===== src/rtl/processor_pkg.sv =====
// Constants and helpers shared by the fetch stage and the control unit.
// The opcode is the top op_code_width bits of every instruction word.
package processor_pkg;

    localparam int op_code_width = 5;

    localparam logic [op_code_width-1:0] OP_IADD = 5'b01100;
    localparam logic [op_code_width-1:0] OP_LDM  = 5'b10011;
    localparam logic [op_code_width-1:0] OP_LDD  = 5'b10100;
    localparam logic [op_code_width-1:0] OP_STD  = 5'b10101;

    // These opcodes are followed by a 16-bit immediate word in memory.
    function automatic logic has_imm(input logic [op_code_width-1:0] opcode);
        logic result;
        result = 1'b0;
        case (opcode)
            OP_IADD, OP_LDM, OP_LDD, OP_STD: result = 1'b1;
            default:                         result = 1'b0;
        endcase
        return result;
    endfunction

endpackage


===== src/rtl/if_id_register.sv =====
// Pipeline register bank with enable and clear, used between fetch and decode.
// Clear drops only the valid bit; the payload is don't-care while invalid.
module if_id_register #(
    parameter int WIDTH = 96
) (
    input  logic             clk,
    input  logic             reset,
    input  logic             en,
    input  logic             clr,
    input  logic             load,
    input  logic [WIDTH-1:0] data_d,
    input  logic             valid_d,
    output logic [WIDTH-1:0] data_q,
    output logic             valid_q
);

    always_ff @(posedge clk or posedge reset) begin
        if (reset) begin
            data_q  <= '0;
            valid_q <= 1'b0;
        end else if (en) begin
            if (clr) begin
                valid_q <= 1'b0;
            end else begin
                valid_q <= valid_d;
                if (load) begin
                    data_q <= data_d;
                end
            end
        end
    end

endmodule


===== src/rtl/fetch_stage.sv =====
// Instruction fetch with reset-vector load, two-word instruction assembly
// and the IF/ID pipeline register feeding decode.
module fetch_stage
    import processor_pkg::*;
#(
    parameter int Num_of_bits   = 16,
    parameter int pc_width      = 32,
    parameter int op_code_width = 5
) (
    input  logic                   clk,
    input  logic                   reset,
    input  logic                   stall,
    input  logic                   redirect,
    input  logic [pc_width-1:0]    redirect_target,
    output logic [pc_width-1:0]    imem_addr,
    input  logic [Num_of_bits-1:0] imem_data,
    output logic [Num_of_bits-1:0] if_id_instruction,
    output logic [Num_of_bits-1:0] if_id_immediate,
    output logic [pc_width-1:0]    if_id_pc,
    output logic [pc_width-1:0]    if_id_pc_next,
    output logic                   if_id_valid,
    output logic [1:0]             state_dbg
);

    typedef enum logic [1:0] {
        VEC_LO    = 2'd0,
        VEC_HI    = 2'd1,
        FETCH     = 2'd2,
        FETCH_IMM = 2'd3
    } fetch_state_t;

    localparam int IF_ID_W = 2 * Num_of_bits + 2 * pc_width;

    fetch_state_t            state, state_n;
    logic [pc_width-1:0]     pc, pc_n, pc_inc;
    logic [Num_of_bits-1:0]  vec_lo, vec_lo_n;
    logic [Num_of_bits-1:0]  hold_instr, hold_instr_n;
    logic [pc_width-1:0]     hold_pc, hold_pc_n;
    logic                    fetching;
    logic                    if_en, if_clr, if_load, if_valid_d;
    logic [IF_ID_W-1:0]      if_data_d, if_data_q;

    // Control from later stages: redirect wins over stall; stall freezes every
    // register of this stage; both are ignored while the reset vector loads.
    assign fetching  = (state == FETCH) || (state == FETCH_IMM);
    assign if_en     = fetching && (!stall || redirect);
    assign if_clr    = fetching && redirect;
    assign pc_inc    = pc + 1'b1;
    assign imem_addr = pc;
    assign state_dbg = state;

    always_ff @(posedge clk or posedge reset) begin
        if (reset) begin
            state      <= VEC_LO;
            pc         <= '0;
            vec_lo     <= '0;
            hold_instr <= '0;
            hold_pc    <= '0;
        end else begin
            state      <= state_n;
            pc         <= pc_n;
            vec_lo     <= vec_lo_n;
            hold_instr <= hold_instr_n;
            hold_pc    <= hold_pc_n;
        end
    end

    always_comb begin
        state_n      = state;
        pc_n         = pc;
        vec_lo_n     = vec_lo;
        hold_instr_n = hold_instr;
        hold_pc_n    = hold_pc;
        if_load      = 1'b0;
        if_valid_d   = 1'b0;
        if_data_d    = '0;
        case (state)
            VEC_LO: begin
                vec_lo_n = imem_data;
                pc_n     = pc_width'(1);
                state_n  = VEC_HI;
            end
            VEC_HI: begin
                pc_n    = pc_width'({imem_data, vec_lo});
                state_n = FETCH;
            end
            FETCH: begin
                if (redirect) begin
                    pc_n    = redirect_target;
                    state_n = FETCH;
                end else if (!stall) begin
                    pc_n = pc_inc;
                    if (has_imm(imem_data[Num_of_bits-1 -: op_code_width])) begin
                        hold_instr_n = imem_data;
                        hold_pc_n    = pc;
                        state_n      = FETCH_IMM;
                    end else begin
                        if_load    = 1'b1;
                        if_valid_d = 1'b1;
                        if_data_d  = {imem_data, {Num_of_bits{1'b0}}, pc, pc_inc};
                    end
                end
            end
            FETCH_IMM: begin
                if (redirect) begin
                    pc_n    = redirect_target;
                    state_n = FETCH;
                end else if (!stall) begin
                    pc_n       = pc_inc;
                    state_n    = FETCH;
                    if_load    = 1'b1;
                    if_valid_d = 1'b1;
                    if_data_d  = {hold_instr, imem_data, hold_pc, pc_inc};
                end
            end
            default: begin
                state_n = VEC_LO;
            end
        endcase
    end

    if_id_register #(
        .WIDTH(IF_ID_W)
    ) u_if_id (
        .clk     (clk),
        .reset   (reset),
        .en      (if_en),
        .clr     (if_clr),
        .load    (if_load),
        .data_d  (if_data_d),
        .valid_d (if_valid_d),
        .data_q  (if_data_q),
        .valid_q (if_id_valid)
    );

    assign {if_id_instruction, if_id_immediate, if_id_pc, if_id_pc_next} = if_data_q;

endmodule


===== config.mk =====
export PLATFORM = sky130hd
export DESIGN_NAME = fetch_stage
export DESIGN_NICKNAME = d
export VERILOG_FILES = /design/src/rtl/processor_pkg.sv /design/src/rtl/if_id_register.sv /design/src/rtl/fetch_stage.sv
export SDC_FILE = /design/constraint.sdc
export NUM_CORES = 1
export LEC_CHECK = 0
export ABC_CLOCK_PERIOD_IN_PS = 7600
export BUFFER_PORTS_ARGS = -buffer_cell sky130_fd_sc_hd__clkbuf_2
export CAP_MARGIN = 20
export CORE_MARGIN = 4
export CORE_UTILIZATION = 55
export DETAILED_ROUTE_END_ITERATION = 6
export GPL_ROUTABILITY_DRIVEN = 0
export PLACE_DENSITY_LB_ADDON = 0.3
export SYNTH_ARGS = -nofsm -noshare
export SYNTH_HDL_FRONTEND = slang
export SYNTH_SLANG_ARGS = --single-unit

===== constraint.sdc =====
create_clock -name clk -period 7.6 [get_ports clk]
set_input_delay 0.38 -clock clk [delete_from_list [all_inputs] [get_ports clk]]
set_output_delay 0.38 -clock clk [all_outputs]
set_load 0.1 [all_outputs]

==> flow_summary_export.csv <==
group,metric,value,unit
run_status,status,"finished, final reports clean",
finish,final_core_util,0.665,
critical_path,startpoint,"state_dbg[1]$_DFFE_PP0P_",
sta,setup_violations,0,
sta,fin_setup_tns,0,ns
logic_synthesis,synth-seq-cells,195,
detailed_routing,drt_iter0_drc,759,
detailed_routing,wl_per_cell,21.3,microns
clocking,cts_root_buffer,"clkbuf_16",
die,core,15900,sq um
logic_synthesis,synth-edff-count,0,
grt,grt_usage,0.278,
sta,max_freq,295,MHz
critical_path,cp_max_fo,23,
die,chipWidth,136,microns
die,die_area,18400,sq um
die,start_util,0.562,
critical_path,path_depth,6,
logic_synthesis,yosysTopAreaCellShare,0.544,
sta,setup_slack,4.21,ns
clocking,htreeDepth,4,
placed_design,dpl.hpwl,17100,microns
power_and_ir_drop,p_leak,0.00488,uW
critical_path,cp-end-kind,"flip-flop",
grt,grt_overflow_total,0,
logic_synthesis,synthTopCellsByArea,"dfrtp_1 54%, mux2_2 5.5%, o22a_1 4.0%",
logic_synthesis,synth-async-reset-ratio,1.00,
critical_path,path_cells,"nand2b_1 > nor2_2 > buf_4 > nand2_1 > o22ai_1 > a21oi_1",
critical_path,critPathSlowestCell,"nor2_2",
hold_path,hold_class,"input pin to async pin",
sta,fin_crit,3.39,ns
critical_path,critPathLaunchType,"flip-flop",
sta,final_max_slew_viol_count,0,
logic_synthesis,synthDistinctLibCells,53,
die,rows,46,
grt,grt_max_degree,112,
logic_synthesis,seq_area_frac_synth,0.544,
clocking,numCtsBuffers,17,
detailed_routing,num_vias,7280,
finish,area_growth,18.3,%
placed_design,dp_slack,4.34,ns
sta,rsz0062_at_grt,"no",
detailed_routing,drc,0,
critical_path,crit_type,"flip-flop to flip-flop",
grt,grt_pass1_vias,7035,
critical_path,worstPathRequired,7.88,ns
clocking,cts_tree,"yes",
logic_synthesis,synth_flop_cell,"dfrtp_1",
die,io_pins,183,
finish,diodes,0,
sta,tightestPinTransition,1.00,ns
logic_synthesis,yosysTopAreaCell,"dfrtp_1",
finish,final_cell_area,10600,sq um
logic_synthesis,syn-num-nets,877,
placed_design,port_buffers,182,
critical_path,cp_slowest_stage_delay,0.77,ns
sta,min_period_over_period,0.447,
critical_path,crit_arrival,3.67,ns
detailed_routing,routed_wl,25300,microns
placed_design,placed_cell_area,9910,sq um
clocking,post_cts_buffers,0,
grt,grt_antenna_before_repair,0,
critical_path,path_buf_inv,1,
clocking,clk_pin_slew,0.07,ns
critical_path,critPathTopFamily,"simple AND/OR/NAND/NOR gates",
power_and_ir_drop,ir_drop,0.000204,V
detailed_routing,viasPerCell,6.12,
logic_synthesis,syn_inst,824,
clocking,cts_hold_buf,0,
finish,nNetsFinal,1014,
logic_synthesis,syn_area_per_cell,10.9,sq um
power_and_ir_drop,power_density,337,nW/um^2
clocking,cts.path.max_buffers,2,
die,fp.dieH,136,microns
critical_path,ff2ff_setup_slack,4.21,ns
sta,hold_violations,0,
detailed_routing,postRouteAntennaNets,0,
critical_path,rr_worst_depth,6,
sta,finClkSkew,0.00799,ns
run,drv_cap,0,
critical_path,reg2reg_from,"state_dbg[1]$_DFFE_PP0P_",
finish,drive_gt1_frac,0.295,
detailed_routing,drt_first_pass_iters,6,
clocking,clk_latency,0.44,ns
clocking,numClockSinks,195,
grt,grt_pass1_wl,39400,microns
logic_synthesis,yosys_warnings,0,
logic_synthesis,synth_area,8970,sq um
sta,max_slew_margin,0.333,
clocking,cts.repair.resized,0,
## per-stage QoR
step	hold slack, ns	instances	power (uW)
floorplan	0.451	824	2350
global placement	0.461	1155	2560
finish	0.105	1189	3580
global route	0.165	1189	3700
CTS	0.138	1187	3580
detailed placement	0.468	1156	2570
## layout by cell type (no fill, tap or decap), types with 9 or more instances in the layout
master	instances
a22oi_1	20
mux2_4	15
mux2_2	44
nand3_1	11
nor2_1	35
inv_1	16
a22o_1	19
xnor2_1	39
dfrtp_1	195
o21ai_0	64
o22ai_1	33
clkbuf_2	182
o22a_1	41
nor3_1	21
nand2_1	64
a2bb2oi_1	9
clkbuf_16	17
nand4_1	11
a21oi_1	37
## state kept, by name, indices dropped and copies added (netlist names)
| signal | flops |
|---|---|
| hold_instr | 16 |
| hold_pc | 32 |
| imem_addr | 32 |
| state_dbg | 2 |
| u_if_id.data_q | 96 |
| u_if_id.valid_q | 1 |
| vec_lo | 16 |
## metal layers
metal,part of all wire,GRT usage,up-vias
met5,0,0,-
met4,0.038,0.126,0
met3,0.086,0.0524,60
met2,0.46,0.423,394
met1,0.42,0.389,3567
li1,-,-,3259
## synthesized netlist by cell type (all sizes together), types with 2 or more instances
master / n
and4: 8
and3: 4
dfrtp: 195
o211ai: 2
xnor2: 39
nor3: 21
clkbuf: 56
o21ai: 65
mux2: 59
o22ai: 33
a22oi: 20
and2: 5
a21oi: 37
nand4: 11
buf: 17
or3: 2
nor2b: 5
nor4: 7
a31oi: 5
xor2: 8
mux2i: 5
nor2: 36
o22a: 41
a2bb2oi: 9
nand3: 12
a22o: 19
a221oi: 4
nand2: 65
inv: 18
## kinds of logic (layout without fill, tap and decap cells)
kind of cell,Yosys count,count (layout),share of synthesized area
and+or+nand+nor,181,181,0.0971
DFF,195,195,0.544
buffers and inverters,91,240,0.0430
muxes,64,64,0.0860
adders and majority gates,1,1,0.00140
xor gates and xnor gates,47,47,0.0459
AOI/OAI and AO/OA,245,245,0.183
## power by group
group | switching [uW] | internal [uW]
Combinational | 969 | 242
Clock | 392 | 617
Sequential | 143 | 1210
Total | 1500 | 2070
## cell type report
cell class,instances,area [sq um]
Fill cell,1268,5340
Sequential cell,195,4880
Multi-Input combinational cell,538,3710
Timing Repair Buffer,191,1000
Clock buffer,19,433
Tap cell,216,270
Clock inverter,12,229
Inverter,18,75.1
## worst paths after layout
check	to
setup / recovery	u_if_id.data_q[34]$_DFFE_PP0P_
hold / removal	u_if_id.data_q[9]$_DFFE_PP0P_
setup reg to reg	u_if_id.data_q[34]$_DFFE_PP0P_
hold reg to reg	u_if_id.data_q[9]$_DFFE_PP0P_
max in group asynchronous	hold_instr[12]$_DFFE_PP0P_
min in group clk	imem_addr[30]$_DFFE_PP0P_
Power figures use the tool's default switching activity.
